**config.mk**
```make
export PLATFORM = sky130hd
export DESIGN_NAME = mips_multicycle_ctrl
export DESIGN_NICKNAME = d
export VERILOG_FILES = /design/src/rtl/mips_multicycle_ctrl.sv
export SDC_FILE = /design/constraint.sdc
export NUM_CORES = 1
export LEC_CHECK = 0
export CAP_MARGIN = 5
export CORE_MARGIN = 2
export CORE_UTILIZATION = 48
export DETAILED_ROUTE_END_ITERATION = 8
export HOLD_SLACK_MARGIN = 0.06
export PLACE_DENSITY = 0.8
export RECOVER_POWER = 50
export SLEW_MARGIN = 20
export SYNTH_ARGS = -nofsm -noshare
export SYNTH_HDL_FRONTEND = slang
export SYNTH_SLANG_ARGS = --single-unit
```
**constraint.sdc**
```tcl
create_clock -name clk -period 2.3 [get_ports clk]
set_clock_uncertainty 0.15 [all_clocks]
set_input_delay 0.46 -clock clk [delete_from_list [all_inputs] [get_ports clk]]
set_output_delay 0.46 -clock clk [all_outputs]
set_load 0.02 [all_outputs]
```
**src/rtl/mips_multicycle_ctrl.sv**
```systemverilog
`default_nettype none
// ============================================================================
// Module   : mips_multicycle_ctrl
// Purpose  : Multi-cycle MIPS32 control FSM. Sequences fetch, decode,
//            execute, memory and write-back over several clocks per
//            instruction. It waits on a memory ready handshake, counts
//            retired instructions and traps illegal encodings and bus
//            timeouts into a sticky fault state.
// Ports    : clk, rst_n (async active-low), opcode_i/func_i (from IR),
//            zero_i (ALU flag, gated in datapath), mem_ready_i;
//            datapath enables and selects (*_o), fault_o, state_o,
//            instr_count_o.
// Revision : 1.0 - initial release
// ============================================================================
module mips_multicycle_ctrl #(
    parameter int CNT_W   = 32,
    parameter int TIMEOUT = 15
) (
    input  logic             clk,
    input  logic             rst_n,
    input  logic [5:0]       opcode_i,
    input  logic [5:0]       func_i,
    input  logic             zero_i,
    input  logic             mem_ready_i,
    output logic             pc_write_o,
    output logic             pc_write_cond_o,
    output logic [1:0]       pc_src_o,
    output logic             ir_write_o,
    output logic             iord_o,
    output logic             mem_read_o,
    output logic             mem_write_o,
    output logic             reg_write_o,
    output logic             reg_dst_o,
    output logic             mem_to_reg_o,
    output logic             alu_src_a_o,
    output logic [1:0]       alu_src_b_o,
    output logic [3:0]       alu_op_o,
    output logic [1:0]       fault_o,
    output logic [3:0]       state_o,
    output logic [CNT_W-1:0] instr_count_o
);

    localparam logic [3:0] c_FETCH    = 4'd0;
    localparam logic [3:0] c_DECODE   = 4'd1;
    localparam logic [3:0] c_EXEC_R   = 4'd2;
    localparam logic [3:0] c_WB_R     = 4'd3;
    localparam logic [3:0] c_MEM_ADDR = 4'd4;
    localparam logic [3:0] c_MEM_RD   = 4'd5;
    localparam logic [3:0] c_WB_MEM   = 4'd6;
    localparam logic [3:0] c_MEM_WR   = 4'd7;
    localparam logic [3:0] c_BRANCH   = 4'd8;
    localparam logic [3:0] c_EXEC_I   = 4'd9;
    localparam logic [3:0] c_WB_I     = 4'd10;
    localparam logic [3:0] c_JUMP     = 4'd11;
    localparam logic [3:0] c_ERROR    = 4'd15;

    localparam logic [5:0] c_OP_RTYPE = 6'b000000;
    localparam logic [5:0] c_OP_LW    = 6'b100011;
    localparam logic [5:0] c_OP_SW    = 6'b101011;
    localparam logic [5:0] c_OP_BEQ   = 6'b000100;
    localparam logic [5:0] c_OP_ADDI  = 6'b001000;
    localparam logic [5:0] c_OP_J     = 6'b000010;

    localparam logic [3:0] c_ALU_AND = 4'b0000;
    localparam logic [3:0] c_ALU_OR  = 4'b0001;
    localparam logic [3:0] c_ALU_ADD = 4'b0010;
    localparam logic [3:0] c_ALU_SUB = 4'b0110;
    localparam logic [3:0] c_ALU_SLT = 4'b0111;

    localparam logic [1:0] c_FAULT_NONE    = 2'd0;
    localparam logic [1:0] c_FAULT_ILLEGAL = 2'd1;
    localparam logic [1:0] c_FAULT_TIMEOUT = 2'd2;

    // Wait counter value on the last permitted stall cycle.
    localparam logic [7:0]       c_WAIT_LAST = 8'(TIMEOUT - 1);
    localparam logic [CNT_W-1:0] c_CNT_ONE   = {{(CNT_W-1){1'b0}}, 1'b1};

    logic [3:0]       state_q, state_d;
    logic [7:0]       wait_q, wait_d;
    logic [1:0]       fault_q, fault_d;
    logic [CNT_W-1:0] count_q, count_d;

    logic       w_func_ok;
    logic [3:0] w_func_alu;
    logic       w_mem_wait;
    logic       w_retire;
    logic       w_pc_write, w_pc_write_cond, w_ir_write;
    logic       w_mem_read, w_mem_write, w_reg_write;

    // The branch condition is resolved in the datapath.
    logic w_unused;
    assign w_unused = zero_i;

    // R-type function decode.
    always_comb begin
        w_func_ok  = 1'b1;
        w_func_alu = c_ALU_ADD;
        case (func_i)
            6'b100000: w_func_alu = c_ALU_ADD;
            6'b100010: w_func_alu = c_ALU_SUB;
            6'b100100: w_func_alu = c_ALU_AND;
            6'b100101: w_func_alu = c_ALU_OR;
            6'b101010: w_func_alu = c_ALU_SLT;
            default:   w_func_ok  = 1'b0;
        endcase
    end

    // Next-state, handshake wait counter, fault capture and retire.
    always_comb begin
        state_d    = state_q;
        fault_d    = fault_q;
        wait_d     = 8'd0;
        w_mem_wait = 1'b0;
        w_retire   = 1'b0;
        case (state_q)
            c_FETCH:    if (mem_ready_i) state_d = c_DECODE; else w_mem_wait = 1'b1;
            c_DECODE: begin
                case (opcode_i)
                    c_OP_RTYPE: begin
                        if (w_func_ok) begin
                            state_d = c_EXEC_R;
                        end else begin
                            state_d = c_ERROR;
                            fault_d = c_FAULT_ILLEGAL;
                        end
                    end
                    c_OP_LW, c_OP_SW: state_d = c_MEM_ADDR;
                    c_OP_BEQ:         state_d = c_BRANCH;
                    c_OP_ADDI:        state_d = c_EXEC_I;
                    c_OP_J:           state_d = c_JUMP;
                    default: begin
                        state_d = c_ERROR;
                        fault_d = c_FAULT_ILLEGAL;
                    end
                endcase
            end
            c_EXEC_R:   state_d = c_WB_R;
            c_MEM_ADDR: state_d = (opcode_i == c_OP_SW) ? c_MEM_WR : c_MEM_RD;
            c_MEM_RD:   if (mem_ready_i) state_d = c_WB_MEM; else w_mem_wait = 1'b1;
            c_MEM_WR: begin
                if (mem_ready_i) begin
                    state_d  = c_FETCH;
                    w_retire = 1'b1;
                end else begin
                    w_mem_wait = 1'b1;
                end
            end
            c_EXEC_I:   state_d = c_WB_I;
            c_WB_R, c_WB_MEM, c_BRANCH, c_WB_I, c_JUMP: begin
                state_d  = c_FETCH;
                w_retire = 1'b1;
            end
            c_ERROR:    state_d = c_ERROR;
            default: begin
                state_d = c_ERROR;
                fault_d = c_FAULT_ILLEGAL;
            end
        endcase

        // Counter is zero whenever not stalling, so it starts clean on
        // entry to every memory state.
        if (w_mem_wait) begin
            if (wait_q == c_WAIT_LAST) begin
                state_d = c_ERROR;
                fault_d = c_FAULT_TIMEOUT;
            end else begin
                wait_d = wait_q + 8'd1;
            end
        end

        count_d = w_retire ? (count_q + c_CNT_ONE) : count_q;
    end

    always_ff @(posedge clk or negedge rst_n) begin
        if (!rst_n) begin
            state_q <= c_FETCH;
            wait_q  <= 8'd0;
            fault_q <= c_FAULT_NONE;
            count_q <= '0;
        end else begin
            state_q <= state_d;
            wait_q  <= wait_d;
            fault_q <= fault_d;
            count_q <= count_d;
        end
    end

    // Moore output decode (FETCH strobes IR/PC load on the completing cycle).
    always_comb begin
        w_pc_write      = 1'b0;
        w_pc_write_cond = 1'b0;
        w_ir_write      = 1'b0;
        w_mem_read      = 1'b0;
        w_mem_write     = 1'b0;
        w_reg_write     = 1'b0;
        pc_src_o        = 2'd0;
        iord_o          = 1'b0;
        reg_dst_o       = 1'b0;
        mem_to_reg_o    = 1'b0;
        alu_src_a_o     = 1'b0;
        alu_src_b_o     = 2'd0;
        alu_op_o        = c_ALU_AND;
        case (state_q)
            c_FETCH: begin
                w_mem_read  = 1'b1;
                w_ir_write  = mem_ready_i;
                w_pc_write  = mem_ready_i;
                alu_src_b_o = 2'd1;
                alu_op_o    = c_ALU_ADD;
            end
            c_DECODE: begin
                alu_src_b_o = 2'd3;
                alu_op_o    = c_ALU_ADD;
            end
            c_EXEC_R: begin
                alu_src_a_o = 1'b1;
                alu_op_o    = w_func_alu;
            end
            c_WB_R: begin
                w_reg_write = 1'b1;
                reg_dst_o   = 1'b1;
            end
            c_MEM_ADDR, c_EXEC_I: begin
                alu_src_a_o = 1'b1;
                alu_src_b_o = 2'd2;
                alu_op_o    = c_ALU_ADD;
            end
            c_MEM_RD: begin
                w_mem_read = 1'b1;
                iord_o     = 1'b1;
            end
            c_WB_MEM: begin
                w_reg_write  = 1'b1;
                mem_to_reg_o = 1'b1;
            end
            c_MEM_WR: begin
                w_mem_write = 1'b1;
                iord_o      = 1'b1;
            end
            c_BRANCH: begin
                alu_src_a_o     = 1'b1;
                alu_op_o        = c_ALU_SUB;
                w_pc_write_cond = 1'b1;
                pc_src_o        = 2'd1;
            end
            c_WB_I:  w_reg_write = 1'b1;
            c_JUMP: begin
                w_pc_write = 1'b1;
                pc_src_o   = 2'd2;
            end
            default: ;
        endcase
    end

    // Enables are forced off for as long as reset is held.
    assign pc_write_o      = w_pc_write      & rst_n;
    assign pc_write_cond_o = w_pc_write_cond & rst_n;
    assign ir_write_o      = w_ir_write      & rst_n;
    assign mem_read_o      = w_mem_read      & rst_n;
    assign mem_write_o     = w_mem_write     & rst_n;
    assign reg_write_o     = w_reg_write     & rst_n;

    assign fault_o       = fault_q;
    assign state_o       = state_q;
    assign instr_count_o = count_q;

endmodule
`default_nettype wire
```
==> flow_summary.yaml <==
detailed_routing:
  via_per_inst: 5.42
  routed_wirelength_um: 6360
  dr.pass1.iters: 4
  wl_per_cell_um: 14.1
  vias: 2446
  antenna_left: 0
  drtIter0Drc: 113
  drc: 0
final_layout:
  fill_cells: 401
  final_cells: 451
  syn2layout_area_growth_pct: 40.1
  antenna_cells: 0
  fin_nets: 399
  layout-drive-gt1-share: 0.155
grt:
  grt_pass1_vias: 2243
  grt_antenna_before_repair: 0
  grt_usage: 0.214
  grt_pass1_wl_um: 10400
  grt_max_degree: 44
  grt-ovfl-total: 0
timing:
  maxSlewViolCount: 0
  min_period_over_period: 0.986
  worst_slew_pin_slew_ps: 1050
  fin_crit_ps: 2270
  relSlewSlack: 0.303
  hold_viol_final: 0
  max_freq_ghz: 0.441
  setup_viol: 0
yosys:
  synthCells: 287
  ys_types: 47
  synthFlopType: "dfrtp_1"
  seq_area_frac_synth: 0.440
  synth_edf_count: 0
  yosysWarnings: 0
  ys_ff_latch: 46
  synth_area_um2: 2620
  synth_fp_nets: 306
  postSynth.asyncResetShare: 1.00
  postSynthAreaPerCell_um2: 9.12
placed_design:
  hpwl_um: 4820
  gp_congestion: 0.881
  dpl.cell_count: 442
  portBuffers: 69
floorplan:
  die_area_um2: 6060
  initial_utilization: 0.506
  die_x_um: 77.8
  fp-row-count: 26
  die_h_um: 77.8
  coreArea_um2: 5170
  io_pins: 72
clocking:
  root_buffer: "clkbuf_8"
  clock_sinks: 46
  postCtsSetupRepairBufs: 0
  cts_buffer_depth: 2
  cts-buffers-inserted: 5
  cts.reportedPaths.clkPinSlew_ps: 90
  cts.htree.levels: 2
  clk_latency_ps: 300
  cts_tree: "done"
power:
  combPwrFrac: 0.503
  p_seq_frac: 0.339
  p_sw_uw: 1320
  swShare: 0.421
  p_total_uw: 3130
  power.density_nw_per_um2: 854
  p_int_uw: 1820
  p_leak_uw: 0.00164
  clockPowerShare: 0.158
  peakVddDrop_v: 0.000983
critical_path:
  critPathKind: "input pin to output pin"
  start_kind: "input pin"
  crit_chain: "clkdlybuf4s50_1 > nor2_1 > nand2_1 > o21ai_0 > o21ai_0 > clkdlybuf4s15_2"
  cp_slowest_cell: "clkdlybuf4s50_1"
  critPathBufInv: 2
  crit_family: "buffers and inverters"
  cp.required_ps: 1690
  cpMostUsedCell: "o21ai_0"
  crit_arrival_ps: 1660
  endpoint_kind: "output pin"
  max_stage_delay_ps: 440
  worst-path-max-fanout: 3
outcome:
  status: "complete, no violations"
flow_run:
  drv_cap: 0
worst_hold_path:
  hold_path.class: "flop to flop"
[area by class of cell]
cell class | count | area, um^2 | share of cell area
Clock buffer | 5 | 68.8 | 0.0188
Timing Repair Buffer | 100 | 903 | 0.246
Clock inverter | 3 | 18.8 | 0.00512
Multi-Input combinational cell | 220 | 1410 | 0.384
Inverter | 7 | 26.3 | 0.00716
Tap cell | 70 | 87.6 | 0.0239
Sequential cell | 46 | 1150 | 0.315
[cells by family after synthesis]
family / count (synthesis) / share of synthesized area
simple gates: 142 / 0.279
mux: 3 / 0.0120
other cells: 1 / 0.00143
compound gates: 31 / 0.0860
buf+inv: 21 / 0.0339
fa+ha+maj: 3 / 0.0143
flops: 46 / 0.440
xor+xnor: 40 / 0.134
[path summary, 6_finish.rpt]
path | slack [ps] | cells past startpoint | to | start
min in group asynchronous | 360 | 2 | instr_count_o[12]$_DFFE_PN0P_ | rst_n
worst max register to register | 150 | 7 | state_o[2]$_DFF_PN0_ | state_o[2]$_DFF_PN0_
max in group asynchronous | 910 | 2 | state_o[0]$_DFF_PN0_ | rst_n
worst min register to register | 320 | 1 | instr_count_o[31]$_DFFE_PN0P_ | instr_count_o[31]$_DFFE_PN0P_
worst min-delay path | 320 | 1 | instr_count_o[31]$_DFFE_PN0P_ | instr_count_o[31]$_DFFE_PN0P_
worst max-delay path | 30 | 6 | alu_op_o[1] | func_i[3]
[routing by layer]
metal,GRT usage,part of all wire
met2,0.359,0.49
met1,0.287,0.45
met3,0.0314,0.044
met5,0,0
met4,0.0607,0.012
[repair_timing]
action / CTS / global route
hold buffers: 1 / 0
hold endpoints to repair: 3 / 0
cloned: 0 / 0
pin swaps: 0 / 6
setup endpoints to repair: 17 / 16
gates resized for setup: 33 / 15
[synth_stat cells (3+ instances only)]
master,instances,area [um^2]
and3_1,7,43.8
nand4_1,16,100
nor3_1,15,75.1
nand2b_1,6,37.5
nand2_1,27,101
or3_1,3,18.8
and2_1,4,25.0
xnor2_1,31,272
ha_1,3,37.5
inv_1,6,22.5
nand3_1,20,100
xor2_1,9,78.8
clkbuf_1,8,30.0
a21oi_1,8,40.0
nor2b_1,3,18.8
o21ai_0,5,25.0
dfrtp_1,46,1150
nor2_1,29,109
[per-stage QoR]
step            util  setup WS (ps)  cell area, um^2  setup TNS [ps]  hold WS (ps)
2_1_floorplan      -           52.6             2620               0          14.4
3_3_place_gp   0.690           -453             3570           -2900           257
3_5_place_dp   0.690           -447             3570           -3220           249
4_1_cts        0.707           4.52             3650               0           133
5_1_grt        0.709          -6.51             3670           -6.51           349
6_report       0.709           33.3             3670               0           325
[sequential cells by signal, indices dropped and copies added, names as in the netlist]
name / cells
instr_count_o: 32
wait_q: 8
state_o: 4
fault_o: 2
[cell usage in the layout (no fill, tap or decap), types with 4 or more instances in the layout]
cell and count:
nor2_1 27, clkdlybuf4s50_1 22, nand2b_1 5, xnor2_1 31, nor3_1 12, o21ai_0 5, a21oi_1 7, inv_1 6
dlymetal6s2s_1 4, clkbuf_8 5, buf_4 28, dfrtp_1 44, xor2_1 9, dlygate4sd3_1 26, and3_1 7, dlygate4sd2_1 9
nand3_1 20, nand2_1 27, and2_1 4, nand4_1 16
[power by group through the flow]
stage	combinational (uW)	clock (uW)	sequential [uW]
floorplan	843	0	1110
global placement	1610	0	1060
detailed placement	1630	0	1060
CTS	1580	509	1060
global route	1710	529	1080
finish	1580	496	1060
Power figures use the tool's default switching activity.
